[config.mk]
export PLATFORM = sky130hd
export DESIGN_NAME = id_ex_stage
export DESIGN_NICKNAME = d
export VERILOG_FILES = /design/src/rtl/id_ex_stage_pkg.sv /design/src/rtl/id_ex_stage_hazard_detect.sv /design/src/rtl/id_ex_stage.sv
export SDC_FILE = /design/constraint.sdc
export NUM_CORES = 1
export LEC_CHECK = 0
export CAP_MARGIN = 20
export CORE_AREA = 2 2 135 137
export CTS_CLUSTER_DIAMETER = 100
export CTS_CLUSTER_SIZE = 10
export DETAILED_ROUTE_END_ITERATION = 8
export DIE_AREA = 0 0 137 139
export PLACE_DENSITY = 0.66
export SYNTH_ARGS = -nofsm -noshare
export SYNTH_HDL_FRONTEND = slang
export SYNTH_SLANG_ARGS = --single-unit
[constraint.sdc]
create_clock -name clk -period 5.55 [get_ports clk]
set_input_delay 1.11 -clock clk [delete_from_list [all_inputs] [get_ports clk]]
set_output_delay 1.11 -clock clk [all_outputs]
set_load 0.01 [all_outputs]
[src/rtl/id_ex_stage_pkg.sv]
// Shared definitions for the MIPS pipeline: RegDst and PCSrc encodings,
// opcode constants and the control-word bundle that travels from decode
// through ID/EX, EX/MEM and MEM/WB.
package id_ex_stage_pkg;

    // Destination register select driven by the control unit
    typedef enum logic [1:0] {
        RD_RA   = 2'b00,   // jal writes the return-address register
        RD_RT   = 2'b01,   // I-type writes rt
        RD_RD   = 2'b10,   // R-type writes rd
        RD_NONE = 2'b11    // no architectural destination
    } regdst_e;

    // Next-PC select driven by the control unit
    typedef enum logic [1:0] {
        PC_SEQ    = 2'b00, // PC + 4
        PC_BRANCH = 2'b01, // PC + 4 + (imm << 2)
        PC_JUMP   = 2'b10, // {PC[31:28], target, 2'b00}
        PC_JR     = 2'b11  // register target
    } pcsrc_e;

    // Primary opcode field values
    localparam logic [5:0] OP_RTYPE = 6'b000000;
    localparam logic [5:0] OP_J     = 6'b000010;
    localparam logic [5:0] OP_JAL   = 6'b000011;
    localparam logic [5:0] OP_BEQ   = 6'b000100;
    localparam logic [5:0] OP_BNE   = 6'b000101;
    localparam logic [5:0] OP_ADDI  = 6'b001000;
    localparam logic [5:0] OP_ORI   = 6'b001101;
    localparam logic [5:0] OP_LUI   = 6'b001111;
    localparam logic [5:0] OP_LW    = 6'b100011;
    localparam logic [5:0] OP_SW    = 6'b101011;

    // Control word carried down the pipeline after RegDst has been resolved
    typedef struct packed {
        logic       reg_write;
        logic       memto_reg;
        logic       mem_rw;
        logic       alu_src;
        logic       extnum;
        logic       wr_reg_data;
        logic [3:0] alu_control;
        logic [1:0] pc_src;
    } ctrl_t;

    // A bubble carries no side effects at all
    localparam ctrl_t CTRL_NOP = '0;

    // rt is a true source unless the ALU takes the immediate; stores read
    // rt as the write data even though ALUSrc selects the immediate.
    function automatic logic uses_rt(input logic alu_src, input logic mem_rw);
        return (~alu_src) | mem_rw;
    endfunction

endpackage

[src/rtl/id_ex_stage_hazard_detect.sv]
// Load-use hazard check between the instruction in ID and the registered
// instruction in EX. Purely combinational so it can be reused for
// forwarding comparisons.
module hazard_detect
    import id_ex_stage_pkg::*;
#(
    parameter int REG_AW = 5
) (
    input  logic              id_valid,
    input  logic [REG_AW-1:0] id_rs,
    input  logic [REG_AW-1:0] id_rt,
    input  logic              id_alu_src,
    input  logic              id_mem_rw,
    input  logic              ex_valid,
    input  logic              ex_memto_reg,
    input  logic [REG_AW-1:0] ex_wreg,
    output logic              hazard
);

    logic rt_used;
    logic rs_match;
    logic rt_match;
    logic ex_is_load;

    // Compare ID sources against a pending load destination; $0 never matches
    always_comb begin
        rt_used    = uses_rt(id_alu_src, id_mem_rw);
        ex_is_load = ex_valid & ex_memto_reg & (ex_wreg != '0);
        rs_match   = (ex_wreg == id_rs);
        rt_match   = rt_used & (ex_wreg == id_rt);
        hazard     = id_valid & ex_is_load & (rs_match | rt_match);
    end

endmodule

[src/rtl/id_ex_stage.sv]
// ID/EX pipeline register of the 5-stage MIPS core. Captures the decoded
// control word, operands and register fields, resolves the destination
// register, inserts bubbles for flushes and load-use hazards, and counts
// stall cycles.
module id_ex_stage
    import id_ex_stage_pkg::*;
#(
    parameter int DATA_W  = 32,
    parameter int REG_AW  = 5,
    parameter int RA_ADDR = 31,
    parameter int CNT_W   = 16
) (
    input  logic              clk,
    input  logic              reset,
    input  logic              id_valid,
    input  logic              id_RegWrite,
    input  logic              id_MemtoReg,
    input  logic              id_MemRW,
    input  logic              id_ALUSrc,
    input  logic              id_Extnum,
    input  logic              id_WrRegData,
    input  logic [3:0]        id_ALUControl,
    input  logic [1:0]        id_PCSrc,
    input  logic [1:0]        id_RegDst,
    input  logic [DATA_W-1:0] id_pc4,
    input  logic [DATA_W-1:0] id_rs_data,
    input  logic [DATA_W-1:0] id_rt_data,
    input  logic [DATA_W-1:0] id_imm,
    input  logic [REG_AW-1:0] id_rs,
    input  logic [REG_AW-1:0] id_rt,
    input  logic [REG_AW-1:0] id_rd,
    input  logic [4:0]        id_shamt,
    input  logic              flush,
    output logic              stall,
    output logic              ex_valid,
    output logic              ex_RegWrite,
    output logic              ex_MemtoReg,
    output logic              ex_MemRW,
    output logic              ex_ALUSrc,
    output logic              ex_Extnum,
    output logic              ex_WrRegData,
    output logic [3:0]        ex_ALUControl,
    output logic [1:0]        ex_PCSrc,
    output logic [DATA_W-1:0] ex_pc4,
    output logic [DATA_W-1:0] ex_rs_data,
    output logic [DATA_W-1:0] ex_rt_data,
    output logic [DATA_W-1:0] ex_imm,
    output logic [REG_AW-1:0] ex_rs,
    output logic [REG_AW-1:0] ex_rt,
    output logic [REG_AW-1:0] ex_wreg,
    output logic [4:0]        ex_shamt,
    output logic [CNT_W-1:0]  stall_count
);

    localparam logic [CNT_W-1:0] CNT_MAX = '1;

    // Registered EX state
    logic              valid_q,     valid_d;
    ctrl_t             ctrl_q,      ctrl_d;
    logic [DATA_W-1:0] pc4_q,       pc4_d;
    logic [DATA_W-1:0] rs_data_q,   rs_data_d;
    logic [DATA_W-1:0] rt_data_q,   rt_data_d;
    logic [DATA_W-1:0] imm_q,       imm_d;
    logic [REG_AW-1:0] rs_q,        rs_d;
    logic [REG_AW-1:0] rt_q,        rt_d;
    logic [REG_AW-1:0] wreg_q,      wreg_d;
    logic [4:0]        shamt_q,     shamt_d;
    logic [CNT_W-1:0]  stall_cnt_q, stall_cnt_d;

    ctrl_t             id_ctrl;
    logic [REG_AW-1:0] id_wreg;
    logic              hazard;
    logic              bubble;

    hazard_detect #(
        .REG_AW (REG_AW)
    ) u_hazard_detect (
        .id_valid     (id_valid),
        .id_rs        (id_rs),
        .id_rt        (id_rt),
        .id_alu_src   (id_ALUSrc),
        .id_mem_rw    (id_MemRW),
        .ex_valid     (valid_q),
        .ex_memto_reg (ctrl_q.memto_reg),
        .ex_wreg      (wreg_q),
        .hazard       (hazard)
    );

    // A flush squashes the ID instruction, so it must not also hold upstream
    assign stall = hazard & ~flush;

    // Bundle the control unit outputs and resolve the destination register
    always_comb begin
        id_ctrl             = CTRL_NOP;
        id_ctrl.reg_write   = id_RegWrite;
        id_ctrl.memto_reg   = id_MemtoReg;
        id_ctrl.mem_rw      = id_MemRW;
        id_ctrl.alu_src     = id_ALUSrc;
        id_ctrl.extnum      = id_Extnum;
        id_ctrl.wr_reg_data = id_WrRegData;
        id_ctrl.alu_control = id_ALUControl;
        id_ctrl.pc_src      = id_PCSrc;

        unique case (regdst_e'(id_RegDst))
            RD_RA:   id_wreg = REG_AW'(RA_ADDR);
            RD_RT:   id_wreg = id_rt;
            RD_RD:   id_wreg = id_rd;
            default: id_wreg = '0;
        endcase
    end

    // Next EX state: flush and hazard both load a bubble; otherwise capture ID.
    // An invalid ID slot is also a bubble because the control unit asserts
    // RegWrite for unused opcodes.
    always_comb begin
        bubble      = flush | hazard | ~id_valid;

        valid_d     = 1'b0;
        ctrl_d      = CTRL_NOP;
        if (!bubble) begin
            valid_d = 1'b1;
            ctrl_d  = id_ctrl;
        end

        // Data fields carry no side effects, so they are captured every edge
        pc4_d       = id_pc4;
        rs_data_d   = id_rs_data;
        rt_data_d   = id_rt_data;
        imm_d       = id_imm;
        rs_d        = id_rs;
        rt_d        = id_rt;
        wreg_d      = id_wreg;
        shamt_d     = id_shamt;

        stall_cnt_d = stall_cnt_q;
        if (stall && (stall_cnt_q != CNT_MAX)) begin
            stall_cnt_d = stall_cnt_q + CNT_W'(1);
        end
    end

    // Pipeline register with asynchronous active-low clear
    always_ff @(posedge clk or negedge reset) begin
        if (!reset) begin
            valid_q     <= 1'b0;
            ctrl_q      <= CTRL_NOP;
            pc4_q       <= '0;
            rs_data_q   <= '0;
            rt_data_q   <= '0;
            imm_q       <= '0;
            rs_q        <= '0;
            rt_q        <= '0;
            wreg_q      <= '0;
            shamt_q     <= '0;
            stall_cnt_q <= '0;
        end else begin
            valid_q     <= valid_d;
            ctrl_q      <= ctrl_d;
            pc4_q       <= pc4_d;
            rs_data_q   <= rs_data_d;
            rt_data_q   <= rt_data_d;
            imm_q       <= imm_d;
            rs_q        <= rs_d;
            rt_q        <= rt_d;
            wreg_q      <= wreg_d;
            shamt_q     <= shamt_d;
            stall_cnt_q <= stall_cnt_d;
        end
    end

    assign ex_valid      = valid_q;
    assign ex_RegWrite   = ctrl_q.reg_write;
    assign ex_MemtoReg   = ctrl_q.memto_reg;
    assign ex_MemRW      = ctrl_q.mem_rw;
    assign ex_ALUSrc     = ctrl_q.alu_src;
    assign ex_Extnum     = ctrl_q.extnum;
    assign ex_WrRegData  = ctrl_q.wr_reg_data;
    assign ex_ALUControl = ctrl_q.alu_control;
    assign ex_PCSrc      = ctrl_q.pc_src;
    assign ex_pc4        = pc4_q;
    assign ex_rs_data    = rs_data_q;
    assign ex_rt_data    = rt_data_q;
    assign ex_imm        = imm_q;
    assign ex_rs         = rs_q;
    assign ex_rt         = rt_q;
    assign ex_wreg       = wreg_q;
    assign ex_shamt      = shamt_q;
    assign stall_count   = stall_cnt_q;

endmodule
==> run metrics <==
Power Internal=~2.2 mW; busiest grt layer=met2; DR WL/cell=roughly 18 um; max-slew violations=0; clk slew on worst S/H paths=0.07 ns; Sink Count=between 150 and 200; clk buf depth=2; worst flop-to-flop path startpoint=ex_wreg[1]$_DFF_PN0_; switching share of power=a little under a quarter; TritonCTS clock tree=built; R2R depth=5; Core Area=~0.018 mm2; grt met1 use=roughly a fifth; Via density=4.10; Final HPWL DP=about 12000 um; Seq cells post-synth=about 180; crit-path max FO=17; Avg Cell Area, Syn=about 19 um2; Post-DRT Antenna Nets=0; Root Buffer=clkbuf_16; First-pass DRT Iterations=4; Ys Warns=0; Setup Fix Bufs, Post-CTS=0; Max H-tree Level=4; initial antenna violation count=2; status=complete, no violations; die height=around 140 um; leakage power total=between 4 and 5 nW; Buffers on Ports=between 300 and 400; Post-Syn Instances=between 200 and 300; Total Neg Setup Slack=0 ns; Num CTS Buffers=17; Sequential Power Share=a little under half; DRC Markers=0; Worst EP arrival=about 3.3 ns; hold slack=0.507 ns; P per Cell Area=301 mW/mm2; Clock Power Share=40.3%; RSZ-0062 raised after global routing=no; die area=~0.019 mm2; synthesis-to-layout area growth=82.9%; largest net degree at the start of global routing=96; Hold WC Path Type=flop to flop; sequential fraction of the synthesis area=between 80 and 90%; Comb power frac=11.7%; final wirelength=around 16000 um; Tightest Pin Transition=0.761 ns; Iter 0 DRT Violations=95; FMAX=between 0.2 and 0.25 GHz; CP startpoint kind=input port; Worst slew margin=49.3%; Clk Latency, worst-skew pair=around 0.42 ns; FP Rows=49; # hold bufs at CTS=0; vias in the first global route=between 4k and 5k; worst hold path stage count=1; detailed-route via count=approximately 3.6k; nets=around 800; final hold violation count=0; VDD IR max=approximately 200 uV; max_cap viols=0; R2R Path End=stall_count[1]$_DFFE_PN0P_; Post-CTS Resized=0; syn_nets=approximately 450; kind of critical path=input port to primary output; io pins=around 340; GP Congestion=approximately 0.84; mapped cell area=0.00519 mm2; GRT met2 Usage=around 28%; met3 usage=6.51%; starting density of the core=between 20% and 30%; layout cells sized above 1=under 10%; worst clock skew=0.00521 ns; overall global routing resource usage=16.7%; FILL cells=~1.5k; FF/Latch Area=~0.0044 mm2; crit end category=primary output; min Tclk post-route=4.38 ns; Worst R2R Setup Slack=3.66 ns; fin crit share=between 70% and 80%; die width=about 140 um; Hold Path Origin=stall_count[8]$_DFFE_PN0P_; worst path required time=around 4.4 ns; sw power=slightly below 0.7 mW; synth unique cells=25; grt ovf=0; combined area of the multi-input logic cells=738 um2; first-pass GRT wire length=between 20000 and 25000 um; final setup vio count=0; Hold Path End=stall_count[8]$_DFFE_PN0P_
[stage by stage]
| step | instance area, um2 | total power, mW | setup slack (ns) | utilization, % | cells |
|---|---|---|---|---|---|
| finish | 9490 | 2.86 | 1.17 | 53.8 | 884 |
| global route | 9490 | 2.98 | 1.04 | 53.8 | 884 |
| CTS | 9490 | 2.90 | 1.14 | 53.7 | 883 |
| detailed placement | 8910 | 1.73 | 1.16 | 50.5 | 851 |
| global placement | 8910 | 1.73 | 1.18 | 50.5 | 851 |
| floorplan | 5190 | 1.45 | 2.36 | - | 279 |
[critical path, cell delays in order]
cell and delay [ns]:
clkdlybuf4s50_1 0.54, xnor2_1 0.13, o21ai_0 0.18, o22ai_4 0.51, and3_1 0.25, clkdlybuf4s50_1 0.55
[Yosys cell counts]
| library cell | instances | area, um2 |
|---|---|---|
| nand2_1 | 5 | 18.8 |
| or3_1 | 1 | 6.26 |
| a311oi_1 | 1 | 8.76 |
| o22ai_4 | 1 | 20.0 |
| mux2_4 | 1 | 15.0 |
| nor2b_1 | 6 | 37.5 |
| buf_6 | 1 | 11.3 |
| nand2_4 | 1 | 11.3 |
| nand2b_1 | 6 | 37.5 |
| buf_4 | 1 | 7.51 |
| nor2_1 | 2 | 7.51 |
| inv_1 | 1 | 3.75 |
| and3_1 | 7 | 43.8 |
| and2_1 | 12 | 75.1 |
| a21oi_4 | 1 | 16.3 |
| ha_1 | 1 | 12.5 |
| and4_4 | 1 | 11.3 |
| o21ai_0 | 1 | 5.00 |
| o311a_4 | 2 | 42.5 |
| a21oi_1 | 5 | 25.0 |
| nand3_1 | 6 | 30.0 |
| dfrtp_1 | 177 | 4430 |
| nand4_1 | 11 | 68.8 |
| and4_1 | 3 | 26.3 |
| xnor2_1 | 25 | 219 |
[flip-flops by register name (all words and copies together) (netlist names), 2 cells and up]
name and flops:
ex_wreg 5, ex_imm 32, ex_shamt 5, ex_ALUControl 4
ex_PCSrc 2, ex_rs 5, ex_rs_data 32, stall_count 16
ex_pc4 32, ex_rt 5, ex_rt_data 32
[cell type report]
cell class / count / share of cell area, %
Timing Repair Buffer: 345 / 36.4
Inverter: 1 / 0.0395
Sequential cell: 177 / 46.7
Tap cell: 229 / 3.02
Clock inverter: 14 / 1.48
Multi-Input combinational cell: 99 / 7.78
Clock buffer: 18 / 4.63
Antenna cell: 1 / 0.0264
[layer usage]
layer,vias to the layer above,routed length (um)
li1,1650,-
met1,1755,5890
met3,28,1390
met4,2,324
met5,-,13
met2,191,7910
[cell usage in the layout (no fill, tap or decap), types with 2 or more instances in the layout]
master / count
clkinvlp_4: 2
and4_1: 3
clkbuf_8: 2
nor2_1: 2
xnor2_1: 25
a21oi_1: 5
nand2_1: 5
dfrtp_1: 177
nand2b_1: 6
buf_4: 2
o311a_4: 2
and2_1: 12
inv_6: 3
clkinv_4: 3
nor2b_1: 6
nand4_1: 11
clkdlybuf4s50_1: 342
clkbuf_16: 17
and3_1: 7
nand3_1: 6
inv_8: 5
[kinds of logic after synthesis]
group                    share of synthesized area, %
flip-flops                                       85.3
AND/OR/NAND/NOR                                  7.21
XOR/XNOR                                         4.22
AO/OA/AOI/OAI                                    2.27
buffers and inverters                           0.434
multiplexers                                    0.289
adder cells (fa/ha/maj)                         0.241
[power by group through the flow]
stage	Combinational (mW)	Sequential [mW]	Clock (mW)
floorplan	0.0255	1.43	0
global placement	0.335	1.39	0
detailed placement	0.339	1.40	0
CTS	0.340	1.37	1.19
global route	0.356	1.38	1.25
finish	0.333	1.37	1.15
[worst max-delay path by stage]
stage / start / end
floorplan: id_rt[1] / stall
global placement: id_rt[1] / stall
detailed placement: id_rt[1] / stall
CTS: id_rt[1] / stall
global route: id_rt[1] / stall
finish: id_rt[1] / stall
(Power assumes the default switching activity.)
